### src/rtl/sysid_verify_pkg.sv
// Shared types and constants for the system-ID boot check sequencer.
// State encoding, Avalon word addresses and counter widths.
package sysid_verify_pkg;

    typedef enum logic [2:0] {
        S_IDLE    = 3'd0,
        S_ID_REQ  = 3'd1,
        S_ID_WAIT = 3'd2,
        S_TS_REQ  = 3'd3,
        S_TS_WAIT = 3'd4,
        S_CMP     = 3'd5,
        S_DONE    = 3'd6
    } state_t;

    localparam logic ADDR_ID = 1'b0;
    localparam logic ADDR_TS = 1'b1;

    localparam int TMO_W = 16;
    localparam int RTY_W = 8;

    function automatic logic is_req(input state_t s);
        return (s == S_ID_REQ) || (s == S_TS_REQ);
    endfunction

    function automatic logic is_wait(input state_t s);
        return (s == S_ID_WAIT) || (s == S_TS_WAIT);
    endfunction

    function automatic logic is_busy(input state_t s);
        return is_req(s) || is_wait(s) || (s == S_CMP);
    endfunction

endpackage

### src/rtl/sysid_verify_seq.sv
// Boot-time sysid reader: fetches ID and timestamp over Avalon-MM,
// compares against expected values, with per-read timeout and retry.
module sysid_verify_seq
    import sysid_verify_pkg::*;
#(
    parameter logic [31:0] EXPECTED_ID    = 32'hE097CBDC,
    parameter logic [31:0] EXPECTED_TS    = 32'h57628448,
    parameter int          CHECK_TS       = 1,
    parameter int          TIMEOUT_CYCLES = 255,
    parameter int          MAX_RETRIES    = 3
) (
    input  logic        clock,
    input  logic        reset,
    input  logic        start,
    output logic        avm_address,
    output logic        avm_read,
    input  logic        avm_waitrequest,
    input  logic [31:0] avm_readdata,
    input  logic        avm_readdatavalid,
    output logic        busy,
    output logic        done,
    output logic        id_match,
    output logic        ts_match,
    output logic        timeout_err,
    output logic [31:0] id_value,
    output logic [31:0] ts_value
);

    localparam logic [TMO_W-1:0] TMO_LAST = TMO_W'(TIMEOUT_CYCLES - 1);
    localparam logic [RTY_W-1:0] RTY_MAX  = RTY_W'(MAX_RETRIES);
    localparam logic             CHK      = (CHECK_TS != 0);

    state_t           r_state;
    logic             r_avm_read;
    logic             r_avm_address;
    logic             r_busy;
    logic             r_done;
    logic             r_id_match;
    logic             r_ts_match;
    logic             r_timeout_err;
    logic [31:0]      r_id_value;
    logic [31:0]      r_ts_value;
    logic [TMO_W-1:0] r_tmo;
    logic [RTY_W-1:0] r_retry;

    state_t w_nstate;
    logic   w_accept;
    logic   w_in_txn;
    logic   w_tmo_hit;
    logic   w_retry_ok;
    logic   w_abort;
    logic   w_enter_req;
    logic   w_restart;

    always_comb begin
        w_nstate   = r_state;
        w_abort    = 1'b0;
        w_accept   = r_avm_read && !avm_waitrequest;
        w_in_txn   = is_req(r_state) || is_wait(r_state);
        w_tmo_hit  = w_in_txn && (r_tmo == TMO_LAST);
        w_retry_ok = (r_retry < RTY_MAX);
        w_restart  = (r_state == S_DONE) && start;
        // A completing handshake in the last allowed cycle still counts.
        unique case (r_state)
            S_IDLE: w_nstate = S_ID_REQ;
            S_ID_REQ: begin
                if (w_accept)
                    w_nstate = S_ID_WAIT;
                else if (w_tmo_hit)
                    w_abort = 1'b1;
            end
            S_ID_WAIT: begin
                if (avm_readdatavalid)
                    w_nstate = S_TS_REQ;
                else if (w_tmo_hit)
                    w_abort = 1'b1;
            end
            S_TS_REQ: begin
                if (w_accept)
                    w_nstate = S_TS_WAIT;
                else if (w_tmo_hit)
                    w_abort = 1'b1;
            end
            S_TS_WAIT: begin
                if (avm_readdatavalid)
                    w_nstate = S_CMP;
                else if (w_tmo_hit)
                    w_abort = 1'b1;
            end
            S_CMP: w_nstate = S_DONE;
            S_DONE: begin
                if (start)
                    w_nstate = S_ID_REQ;
            end
            default: w_nstate = S_IDLE;
        endcase
        if (w_abort)
            w_nstate = w_retry_ok ? S_ID_REQ : S_DONE;
        w_enter_req = is_req(w_nstate) &&
                      ((w_nstate != r_state) || w_abort);
    end

    always_ff @(posedge clock) begin
        if (reset) begin
            r_state       <= S_IDLE;
            r_avm_read    <= 1'b0;
            r_avm_address <= ADDR_ID;
            r_busy        <= 1'b0;
            r_done        <= 1'b0;
            r_id_match    <= 1'b0;
            r_ts_match    <= 1'b0;
            r_timeout_err <= 1'b0;
            r_id_value    <= '0;
            r_ts_value    <= '0;
            r_tmo         <= '0;
            r_retry       <= '0;
        end else begin
            r_state <= w_nstate;
            r_busy  <= is_busy(w_nstate);
            r_done  <= (w_nstate == S_DONE);

            if (w_enter_req)
                r_tmo <= '0;
            else if (w_in_txn && (r_tmo != '1))
                r_tmo <= r_tmo + 1'b1;

            // After an abort the retry request restarts one cycle later,
            // so the aborted read is visibly dropped first.
            if (w_abort || w_accept)
                r_avm_read <= 1'b0;
            else if (w_enter_req)
                r_avm_read <= 1'b1;
            else if (is_req(r_state) && !r_avm_read)
                r_avm_read <= 1'b1;

            if (w_enter_req)
                r_avm_address <= (w_nstate == S_TS_REQ) ? ADDR_TS : ADDR_ID;

            if (w_restart)
                r_retry <= '0;
            else if (w_abort && w_retry_ok && (r_retry != '1))
                r_retry <= r_retry + 1'b1;

            if ((r_state == S_ID_WAIT) && avm_readdatavalid)
                r_id_value <= avm_readdata;
            if ((r_state == S_TS_WAIT) && avm_readdatavalid)
                r_ts_value <= avm_readdata;

            if (w_restart) begin
                r_id_match    <= 1'b0;
                r_ts_match    <= 1'b0;
                r_timeout_err <= 1'b0;
            end else if (r_state == S_CMP) begin
                r_id_match    <= (r_id_value == EXPECTED_ID);
                r_ts_match    <= !CHK || (r_ts_value == EXPECTED_TS);
                r_timeout_err <= 1'b0;
            end else if (w_abort && !w_retry_ok) begin
                r_id_match    <= 1'b0;
                r_ts_match    <= 1'b0;
                r_timeout_err <= 1'b1;
            end
        end
    end

    assign avm_read    = r_avm_read;
    assign avm_address = r_avm_address;
    assign busy        = r_busy;
    assign done        = r_done;
    assign id_match    = r_id_match;
    assign ts_match    = r_ts_match;
    assign timeout_err = r_timeout_err;
    assign id_value    = r_id_value;
    assign ts_value    = r_ts_value;

endmodule
### config.mk
export PLATFORM = sky130hd
export DESIGN_NAME = sysid_verify_seq
export DESIGN_NICKNAME = d
export VERILOG_FILES = /design/src/rtl/sysid_verify_pkg.sv /design/src/rtl/sysid_verify_seq.sv
export SDC_FILE = /design/constraint.sdc
export NUM_CORES = 1
export LEC_CHECK = 0
export CAP_MARGIN = 20
export CORE_MARGIN = 3
export CORE_UTILIZATION = 50
export CTS_BUF_LIST = sky130_fd_sc_hd__clkbuf_2
export DETAILED_ROUTE_END_ITERATION = 8
export PLACE_DENSITY = 0.94
export SLEW_MARGIN = 20
export SYNTH_ARGS = -nofsm -noshare
export SYNTH_HDL_FRONTEND = slang
export SYNTH_SLANG_ARGS = --single-unit
### constraint.sdc
create_clock -name clock -period 2.2 [get_ports clock]
set_input_delay 0.22 -clock clock [delete_from_list [all_inputs] [get_ports clock]]
set_output_delay 0.22 -clock clock [all_outputs]
set_load 0.05 [all_outputs]
==> results of run 1 <==
==> state kept, by name, indices dropped and copies added, names as in the netlist <==
name	count
id_match	1
ts_value	32
avm_address	1
busy	1
timeout_err	1
r_tmo	16
r_retry	8
avm_read	1
ts_match	1
id_value	32
r_state	3
done	1
==> path summary, 6_finish.rpt <==
path	end	cells after the start	from
setup reg to reg	r_tmo[13]	5	r_state[2]
setup / recovery	id_value[21]	1	id_value[21]
hold reg to reg	id_value[27]	2	id_value[27]
hold / removal	id_value[13]	3	avm_readdata[13]
==> final cells by class <==
type,count,share of cell area
inverter,5,0.00348
clock inverter,6,0.0207
sequential,98,0.364
multi-input combinational,370,0.365
timing repair buffer,119,0.215
tap,102,0.0237
clock buffer,9,0.00836
==> layout by cell type, fill, tap and decap left out, types with 4 or more instances in the layout <==
cell	instances
clkdlybuf4s50_1	106
a211oi_1	7
dfxtp_1	98
nor4b_1	4
and4b_1	4
buf_4	11
nor4_1	8
o21ai_0	8
inv_1	5
xnor2_1	12
nand4_1	6
nor3_1	9
nand3_1	9
nand2_1	144
and2_1	10
a21oi_1	78
clkbuf_2	9
nor2_1	23
==> report_power, final <==
group	switching [µW]	internal (µW)
sequential	16.8	1800
combinational	143	115
clock	608	488
total	768	2400
==> metal layers <==
layer | track usage | part of all wire | vias up
li1 | - | - | 1915
met1 | 0.304 | 0.40 | 1872
met2 | 0.429 | 0.48 | 188
met3 | 0.105 | 0.10 | 21
met4 | 0.102 | 0.024 | 0
met5 | 0 | 0 | -
==> cell families (layout without fill, tap and decap cells) <==
kind of cell / count (synthesis) / in the layout / share of synthesized area
DFF: 98 / 98 / 0.480
xor gates and xnor gates: 12 / 12 / 0.0257
buffers and inverters: 35 / 139 / 0.0386
and+or+nand+nor: 247 / 247 / 0.292
muxes: 1 / 1 / 0.00245
adders and majority gates: 3 / 3 / 0.00919
AOI/OAI and AO/OA: 107 / 107 / 0.151
==> per-stage QoR <==
step                      cell area [µm²]  std cells  setup slack, ps   util  hold slack [ps]
after floorplan                      4080        503              169      -              356
after global placement               5220        693              210  0.669              442
after detailed placement             5220        693              193  0.669              449
after CTS                            5390        709             93.1  0.690              164
after global routing                 5390        709             24.9  0.690              156
final                                5390        709              101  0.690              185
==> out/metrics.yaml, run 1 <==
status:
  status: "complete, no violations"
clock_network:
  cts_resized: 0
  h-tree-depth: 3
  cts.sinks: 98
  post-cts-setup-buffers: 0
  cts_hold_buf: 1
  cts_root_buf: "clkbuf_2"
  worstSkewPairLatency_ps: 560
  clock_path_buffers: 2
  path_clk_slew_ps: 280
  cts_tree: "built"
  cts_buffers: 9
setup_path:
  cp-start-kind: "register"
  path_cells: "clkdlybuf4s50_1"
  crit_fanout: 3
  r2r_slack_ps: 180
  crit_slowest_cell: "clkdlybuf4s50_1"
  cp.required_ps: 1980
  crit_family: "buffers and inverters"
  crit_arrival_ps: 1880
  endpoint_kind: "output port"
  critPathKind: "register to output port"
  critPathMaxStageDelay_ps: 850
  crit_buf_inv: 1
pwr:
  power.leakage_uw: 0.00178
  power_density_mw_per_mm2: 588
  power_uw: 3170
  ir_worst_vdd_uv: 544
floorplan:
  ioPinCount: 108
  rows: 32
  start_util: 0.523
  coreArea_mm2: 0.00781
  die-height_um: 96.4
  die_area_mm2: 0.00929
  die_x_um: 96.4
sta:
  slew_viol_final: 0
  final_hold_viol_count: 0
  finalSetupViolations: 0
  finalCritPeriodShare: 0.954
  skew_ps: 35.0
  rsz0062_at_grt: "false"
  worstMarginPinSlew_ps: 683
  max_freq_ghz: 0.476
  finalSetupTns_ps: 0
  max_slew_margin: 0.545
  period_needed_ps: 2100
global_route:
  grt-ovfl-total: 0
  grt_pass1_wl_um: 18700
  grt_pass1_vias: 3941
  grt_max_degree: 66
  antenna_found_initial: 0
  grt_use_total: 0.261
detailed_routing:
  drtAntennaViolNets: 0
  drt-total-wl_um: 11600
  vias: 3996
  drc_errors: 0
  drt_iter0_drc: 241
  wl_per_cell_um: 16.3
  firstDrtPassIters: 5
  viasPerCell: 5.64
yosys:
  synth_area_mm2: 0.00408
  syn_inst: 503
  synth_seq_area_share: 0.480
  synth_top_area_frac: 0.480
  yosysMostFrequentCell: "nand2_1"
  synthTopCellsByCount: "nand2_1 (144), dfxtp_1 (98), a21oi_1 (78)"
  ys_async_sr_fraction: 0
  yosys.area.top_type: "dfxtp_1"
  postSynthAreaPerCell_um2: 8.12
  synth.yosys.warnings: 0
  ys_ff_latch: 98
  yosysUniqueCellTypes: 49
  synth_edf_count: 0
  syn_nets: 543
  synth_area_leaders: "dfxtp_1 (48%), nand2_1 (13%), a21oi_1 (9.6%)"
  synth_ff_type: "dfxtp_1"
finish:
  diodes: 0
  multiInputGateArea_mm2: 0.00196
  layout.nets: 643
  drive_gt1_frac: 0.0577
  syn_to_final_growth_pct: 31.9
  register_area_mm2: 0.00196
  fillerInstances: 567
placement:
  dp_hpwl_um: 8060
  gp_congestion: 0.838
  portBuffers: 107
worst_hold_path:
  hold_class: "input port to register"
flow_run:
  maxCapViolations: 0
(Power assumes the default switching activity.)
==> run 2: changes to the inputs <==
--- a/config.mk
+++ b/config.mk
@@ -11,6 +11,7 @@
 export CTS_BUF_LIST = sky130_fd_sc_hd__clkbuf_2
 export DETAILED_ROUTE_END_ITERATION = 8
 export PLACE_DENSITY = 0.94
+export SKIP_CTS_REPAIR_TIMING = 1
 export SLEW_MARGIN = 20
 export SYNTH_ARGS = -nofsm -noshare
 export SYNTH_HDL_FRONTEND = slang
==> results of run 2 <==
Final layout, timing and power as in run 1 (identical DEF).
